==> src/rtl/mips_if_pkg.sv <==
// mips_if_pkg: shared types and constants for the instruction-fetch stage (FSM states, NOP word, reset PC, redirect alignment)
package mips_if_pkg;
  typedef enum logic {ISSUE, WAIT} state_t;
  localparam logic [31:0] NOP_DEF = 32'h0000_0000;
  localparam logic [31:0] RESET_PC_DEF = 32'h0000_0000;
  function automatic logic [31:0] align_target(input logic [31:0] a);
    return {a[31:2], 2'b00};
  endfunction
endpackage

==> src/rtl/if_inst_buffer.sv <==
// if_inst_buffer: one-entry fetched-word buffer; ports clock, reset_n, load (capture d_inst/d_pc4), clear (drop entry), valid, inst, pc4
module if_inst_buffer (
  input  logic        clock,
  input  logic        reset_n,
  input  logic        load,
  input  logic        clear,
  input  logic [31:0] d_inst,
  input  logic [31:0] d_pc4,
  output logic        valid,
  output logic [31:0] inst,
  output logic [31:0] pc4
);
  always_ff @(posedge clock or negedge reset_n)
    if (!reset_n) begin
      valid <= 1'b0;
      inst <= '0;
      pc4 <= '0;
    end else begin
      valid <= load | (valid & ~clear);
      if (load) begin
        inst <= d_inst;
        pc4 <= d_pc4;
      end
    end
endmodule

==> src/rtl/if_fetch_unit.sv <==
// if_fetch_unit: IF stage owning the PC, single-outstanding imem requests (imem_req/addr/ready/rvalid/rdata), one-entry buffer to IF/ID (inst, pc_plus4, if_valid), redirects (branch_taken/jump + targets, if_flush), stall via pc_write; IF_PERF_CNT_EN adds stall_cnt/fetch_cnt
module if_fetch_unit
  import mips_if_pkg::*;
#(
  parameter logic [31:0] RESET_PC = RESET_PC_DEF,
  parameter logic [31:0] NOP_INST = NOP_DEF
) (
  input  logic        clock,
  input  logic        reset_n,
  input  logic        pc_write,
  input  logic        branch_taken,
  input  logic [31:0] branch_target,
  input  logic        jump,
  input  logic [31:0] jump_target,
  output logic        imem_req,
  output logic [31:0] imem_addr,
  input  logic        imem_ready,
  input  logic        imem_rvalid,
  input  logic [31:0] imem_rdata,
  output logic [31:0] inst,
  output logic [31:0] pc_plus4,
  output logic        if_valid,
  output logic        if_flush
`ifdef IF_PERF_CNT_EN
  ,
  output logic [31:0] stall_cnt,
  output logic [31:0] fetch_cnt
);
`else
);
`endif
  state_t state, next_state;
  logic [31:0] fetch_pc, req_pc4, target, buf_inst, buf_pc4;
  logic run, kill, redirect, consume, buf_valid, hs, load, in_wait;
  assign redirect = branch_taken | jump;
  assign target = align_target(branch_taken ? branch_target : jump_target);
  assign consume = buf_valid & pc_write & ~redirect;
  assign in_wait = state == WAIT;
  assign hs = imem_req & imem_ready;
  assign load = in_wait & imem_rvalid & ~kill & ~redirect;
  assign if_flush = redirect;
  assign if_valid = buf_valid;
  assign inst = buf_valid ? buf_inst : NOP_INST;
  assign pc_plus4 = buf_valid ? buf_pc4 : 32'd0;
  always_ff @(posedge clock or negedge reset_n)
    if (!reset_n) begin
      state <= ISSUE;
      run <= 1'b0;
      fetch_pc <= RESET_PC;
      req_pc4 <= '0;
      kill <= 1'b0;
    end else begin
      state <= next_state;
      run <= 1'b1;
      fetch_pc <= redirect ? target : hs ? fetch_pc + 32'd4 : fetch_pc;
      if (hs) req_pc4 <= fetch_pc + 32'd4;
      kill <= (redirect & (hs | (in_wait & ~imem_rvalid))) | (kill & ~(in_wait & imem_rvalid));
    end
  always_comb next_state = in_wait ? (imem_rvalid ? ISSUE : WAIT) : (hs ? WAIT : ISSUE);
  always_comb begin
    imem_req = run & ~in_wait & (~buf_valid | consume);
    imem_addr = fetch_pc;
  end
  if_inst_buffer u_buf (
    .clock  (clock),
    .reset_n(reset_n),
    .load   (load),
    .clear  (redirect | consume),
    .d_inst (imem_rdata),
    .d_pc4  (req_pc4),
    .valid  (buf_valid),
    .inst   (buf_inst),
    .pc4    (buf_pc4)
  );
`ifdef IF_PERF_CNT_EN
  always_ff @(posedge clock or negedge reset_n)
    if (!reset_n) begin
      stall_cnt <= '0;
      fetch_cnt <= '0;
    end else begin
      stall_cnt <= stall_cnt + {31'd0, buf_valid & ~pc_write & ~redirect & ~&stall_cnt};
      fetch_cnt <= fetch_cnt + {31'd0, consume & ~&fetch_cnt};
    end
`endif
endmodule

==> config.mk <==
export PLATFORM = sky130hd
export DESIGN_NAME = if_fetch_unit
export DESIGN_NICKNAME = d
export VERILOG_FILES = /design/src/rtl/mips_if_pkg.sv /design/src/rtl/if_inst_buffer.sv /design/src/rtl/if_fetch_unit.sv
export SDC_FILE = /design/constraint.sdc
export NUM_CORES = 1
export LEC_CHECK = 0
export BUFFER_PORTS_ARGS = -buffer_cell sky130_fd_sc_hd__buf_2
export CORE_ASPECT_RATIO = 1.4
export CORE_MARGIN = 3
export CORE_UTILIZATION = 55
export DETAILED_ROUTE_END_ITERATION = 7
export MAX_ROUTING_LAYER = met4
export PLACE_DENSITY = 0.95
export SLEW_MARGIN = 0
export SYNTH_ARGS = -nofsm -noshare
export SYNTH_HDL_FRONTEND = slang
export SYNTH_HIERARCHICAL = 1
export SYNTH_SLANG_ARGS = --single-unit
==> constraint.sdc <==
create_clock -name clock -period 2.6 [get_ports clock]
set_input_delay 0.13 -clock clock [delete_from_list [all_inputs] [get_ports clock]]
set_output_delay 0.13 -clock clock [all_outputs]
set_load 0.01 [all_outputs]
* Word-level counts from Yosys, hierarchy flattened
Index checks and enable logic that the tools add are counted.
Widths: inputs -> output; s select.
** Word-level totals
- Register bits :: 132
- Input bits :: 103
** Cells by class
- Add/sub/neg operators :: 1
- Mux-type cells :: 8
- Bitwise operators :: 25
- Reductions and logical operators :: 1
** Operators by type and width (count)
- $mux 32 :: 5
- $add 32x3->32 const B :: 1
- $and 1x1->1 :: 12
- $not 1->1 :: 7
- $or 1x1->1 :: 6
- $mux 1 :: 3
- $reduce_bool 2->1 :: 1

* Longest topological paths before layout
- Depth after elaboration :: 9
- Gate-level depth with buffers :: 7
- Mapped depth without buffers :: 6

* Cells and area by module
The synthesis kept the hierarchy.
** Modules (own cells, without submodules)
- if_fetch_unit :: times used 1, cells an instance 491, area each 4164.0 sq um, sequential area each 1576.5 sq um
- if_inst_buffer :: times used 1, cells an instance 138, area each 2615.0 sq um, sequential area each 1626.6 sq um

* Least setup slack after synthesis
OpenSTA, ideal clock, no wires.
- Kind :: register to register
- Start :: register fetch_pc[10], in the netlist imem_addr[10]
- End :: register fetch_pc[24], in the netlist imem_addr[24]
- Setup time :: 0.078 ns
- Arrival :: 1.790 ns
- Required time :: 2.522 ns
- Path slack :: 0.733 ns
- Cell stages (with the launch flop) :: 7
- Buffers on the path :: 1
- Cell sequence :: dfrtp_1 buf_2 nand4_4 nor4_2 nand4_1 xor2_1 a21oi_1
** Between the ends
- Longest elaborated chain between the ends :: 3
** Ends and longest elaborated chain
- start, declared :: line if_fetch_unit.sv:33 : logic [31:0] fetch_pc, req_pc4, target, buf_inst, buf_pc4;
- start signal, assigned :: line if_fetch_unit.sv:55 : fetch_pc <= redirect ? target : hs ? fetch_pc + 32'd4 : fetch_pc;
- $add 32x3->32 :: line if_fetch_unit.sv:55
- $mux 32 (2 in a row) :: line if_fetch_unit.sv:55
No other way between the ends. The select of a mux whose other input is x is not followed.
A chain may end at the register's enable or synchronous reset.

* Worst setup path after layout
- Start :: register fetch_pc[2], in the netlist imem_addr[2]
- End :: register req_pc4[30]
** Between the ends
- Longest elaborated chain between the ends :: 1
** Ends and longest elaborated chain
- $add 32x3->32 :: line if_fetch_unit.sv:56 : if (hs) req_pc4 <= fetch_pc + 32'd4;
- end signal, assigned :: line if_fetch_unit.sv:56
- end, declared :: line if_fetch_unit.sv:33
No other way between the ends.

==> impl_metrics.yaml <==
timing:
  rsz0062_at_grt: "no"
  setup_tns_ps: 0
  post-route-period-util_pct: 87.3
  setup_ws_ps: 331
  setup-violations-final: 0
  post-route-min-period_ps: 2270
  finClkSkew_ps: 5.49
  hold_viol: 0
  maxSlewViolCount: 0
  slew_headroom_pct: 50.3
  fmax_mhz: 441
  tightest_slew_ps: 740
  hold-worst-slack_ps: 11.5
drt:
  totalWireLength_um: 16600
  antenna_left: 0
  vias: 5512
  drtIter0Drc: 222
  drc_errors: 0
  dr.pass1.iters: 5
  wire_per_inst_um: 16.4
  vias_per_cell: 5.45
run:
  max-cap-violations: 0
clock_tree:
  cts_setup_buffers: 0
  h-tree-depth: 4
  tritoncts: "built"
  cts_resized: 0
  cts_root_buf: "clkbuf_16"
  cts_buffers: 17
  clkTransAtPathRegs_ps: 60
  cts_sinks: 128
  clock_path_buffers: 2
  clk-insertion-delay-late_ps: 400
final_layout:
  nNetsFinal: 954
  design_area_um2: 8830
  fillers: 825
  areaGrowthSynthToFinish_pct: 30.3
  layout-drive-gt1-share_pct: 35.8
synth:
  ys_warn_count: 6
  synthCells: 629
  synth-main-ff-cell: "dfrtp_1"
  syn_area_per_cell_um2: 10.8
  synthTopCellsByArea: "dfrtp_1 47%, mux2_4 11%, and2_1 5.9%, xor2_1 5.7%, nand2_1 3.6%"
  synth_edf_count: 0
  synth_seq_cells: 128
  ys_seq_area_share_pct: 47.2
  synth_top_cells_by_count: "128 x dfrtp_1, 65 x nand2_1, 64 x and2_1, 49 x mux2_4, 44 x xor2_1"
  synth_top_cell_by_area: "dfrtp_1"
  netlist_area_um2: 6780
  post-synth-top-count-cell: "dfrtp_1"
  ys_types: 38
  synth_top_area_share_pct: 47.2
  ys_async_sr_fraction_pct: 100
pwr:
  p_sw_share_pct: 25.4
  seqPwrFrac_pct: 44.2
  p_leak_uw: 0.00420
  p_per_area_nw_per_um2: 742
  power_frac_comb_pct: 18.5
  power_switching_uw: 1660
  peakVddDrop_uv: 448
  pwr-share-clk_pct: 37.3
  power.internal_uw: 4890
worst_setup_path:
  worst_setup_path_start_kind: "flip-flop"
  crit_fanout: 10
  required_ps: 2910
  crit_type: "reg2reg"
  cp_slowest_cell: "nor4_4"
  arrival_ps: 2580
  critPathMaxStageDelay_ps: 700
  worstSetupEndpointType: "flip-flop"
  worstPathCellList: "ha_1 -> inv_1 -> nor4_4 -> nand3_1 -> xor2_1 -> o21ai_0"
placement:
  dpl_worst_slack_ps: 445
  hpwlAfterDp_um: 10800
  place_congestion: 0.893
  io_buffers: 195
  place_area_um2: 7820
min_path:
  hp-class: "in2reg"
run_status:
  status: "complete, no violations"
grt:
  grt_pass1_wl_um: 26600
  antenna_found_initial: 1
  grt.total_usage_pct: 25.0
  grt_pass1_vias: 5469
  grt_max_degree: 67
  gr-total-overflow: 0
die:
  coreArea_um2: 11900
  die_h_um: 137
  die_area_um2: 13700
  rows: 47
  num_io_pins: 202
  start_util_pct: 56.8
  die_x_um: 99.8
placed cells by master, fill, tap and decap left out, types with 3 or more instances in the layout:
cell type,count
a211oi_1,28
a21oi_1,28
a31oi_1,3
and2_1,64
and3_1,5
and4_1,3
buf_2,194
buf_4,8
bufinv_16,4
clkbuf_1,4
clkbuf_16,17
clkinvlp_4,4
conb_1,5
dfrtp_1,127
dlygate4sd3_1,39
inv_1,7
mux2_2,15
mux2_4,49
nand2_1,65
nand3_1,24
nand4_1,13
nor2_1,10
nor2b_1,28
nor4_1,3
nor4_4,3
o21ai_0,33
xnor2_1,11
xor2_1,44
power by group through the flow:
stage | clock [uW] | combinational, uW | sequential (uW)
3_5_place_dp | 0 | 1150 | 2920
5_1_grt | 2570 | 1320 | 2970
2_1_floorplan | 0 | 858 | 2810
6_report | 2440 | 1210 | 2900
3_3_place_gp | 0 | 1100 | 2870
4_1_cts | 2480 | 1220 | 2900
logic make-up after synthesis:
family / after synthesis / synth area share, %
simple gates: 229 / 19.2
flops: 128 / 47.2
compound gates: 97 / 8.58
mux: 65 / 13.5
xor+xnor: 55 / 7.11
buf+inv: 52 / 4.04
other cells: 2 / 0.111
fa+ha+maj: 1 / 0.185
flip-flops by register name (all words and copies together) (netlist names):
signal,count
u_buf/valid,1
u_buf/inst,32
imem_addr,30
u_buf/pc4,32
in_wait,1
run,1
req_pc4,30
kill,1
metrics by stage:
stage	power [uW]	std cells	util, %
floorplan	3670	632	-
global placement	3970	939	65.5
detailed placement	4070	939	65.5
CTS	6600	1010	74.0
global route	6870	1011	74.0
finish	6550	1011	74.0
worst max-delay path: cells and delay by family, from the launching register on:
kind | cells | cell delay, ps
adder cells (fa/ha/maj) | 1 | 350
flip-flops | 1 | 470
XOR/XNOR | 1 | 190
AO/OA/AOI/OAI | 1 | 170
AND/OR/NAND/NOR | 2 | 870
buffers and inverters | 1 | 120
layout make-up:
| type | count | area (um2) | area share, % |
|---|---|---|---|
| clock inverter | 10 | 160 | 1.81 |
| clock buffer | 22 | 454 | 5.14 |
| tap | 147 | 184 | 2.08 |
| inverter | 7 | 26.3 | 0.298 |
| multi-input combinational | 452 | 3330 | 37.7 |
| timing repair buffer | 244 | 1470 | 16.7 |
| sequential | 128 | 3200 | 36.3 |
| antenna | 1 | 2.50 | 0.0283 |
layer usage:
layer	share of wire [%]	routed length, um	vias up	track usage (%)
met3	6.1	1010	24	4.20
met4	1.7	274	0	9.49
met1	40	6680	2608	30.5
met2	52	8610	269	41.8
met5	0	0	-	-
li1	-	-	2611	-
repair_timing:
item	in CTS	in global routing
endpoints found under the setup margin	0	0
hold endpoints to repair	94	0
hold buffers	39	0
path summary, 6_finish.rpt:
path / end / cells past startpoint / startpoint / slack (ps)
setup / recovery: req_pc4[30] / 6 / imem_addr[2] / 330
hold / removal: imem_addr[16] / 3 / branch_target[16] / 10
setup reg to reg: req_pc4[30] / 6 / imem_addr[2] / 330
hold reg to reg: req_pc4[8] / 2 / req_pc4[8] / 480
max in group asynchronous: u_buf/inst[20] / 3 / reset_n / 1560
min in group asynchronous: u_buf/inst[24] / 2 / reset_n / 260
Note: power is estimated with default switching activity, not from simulation.
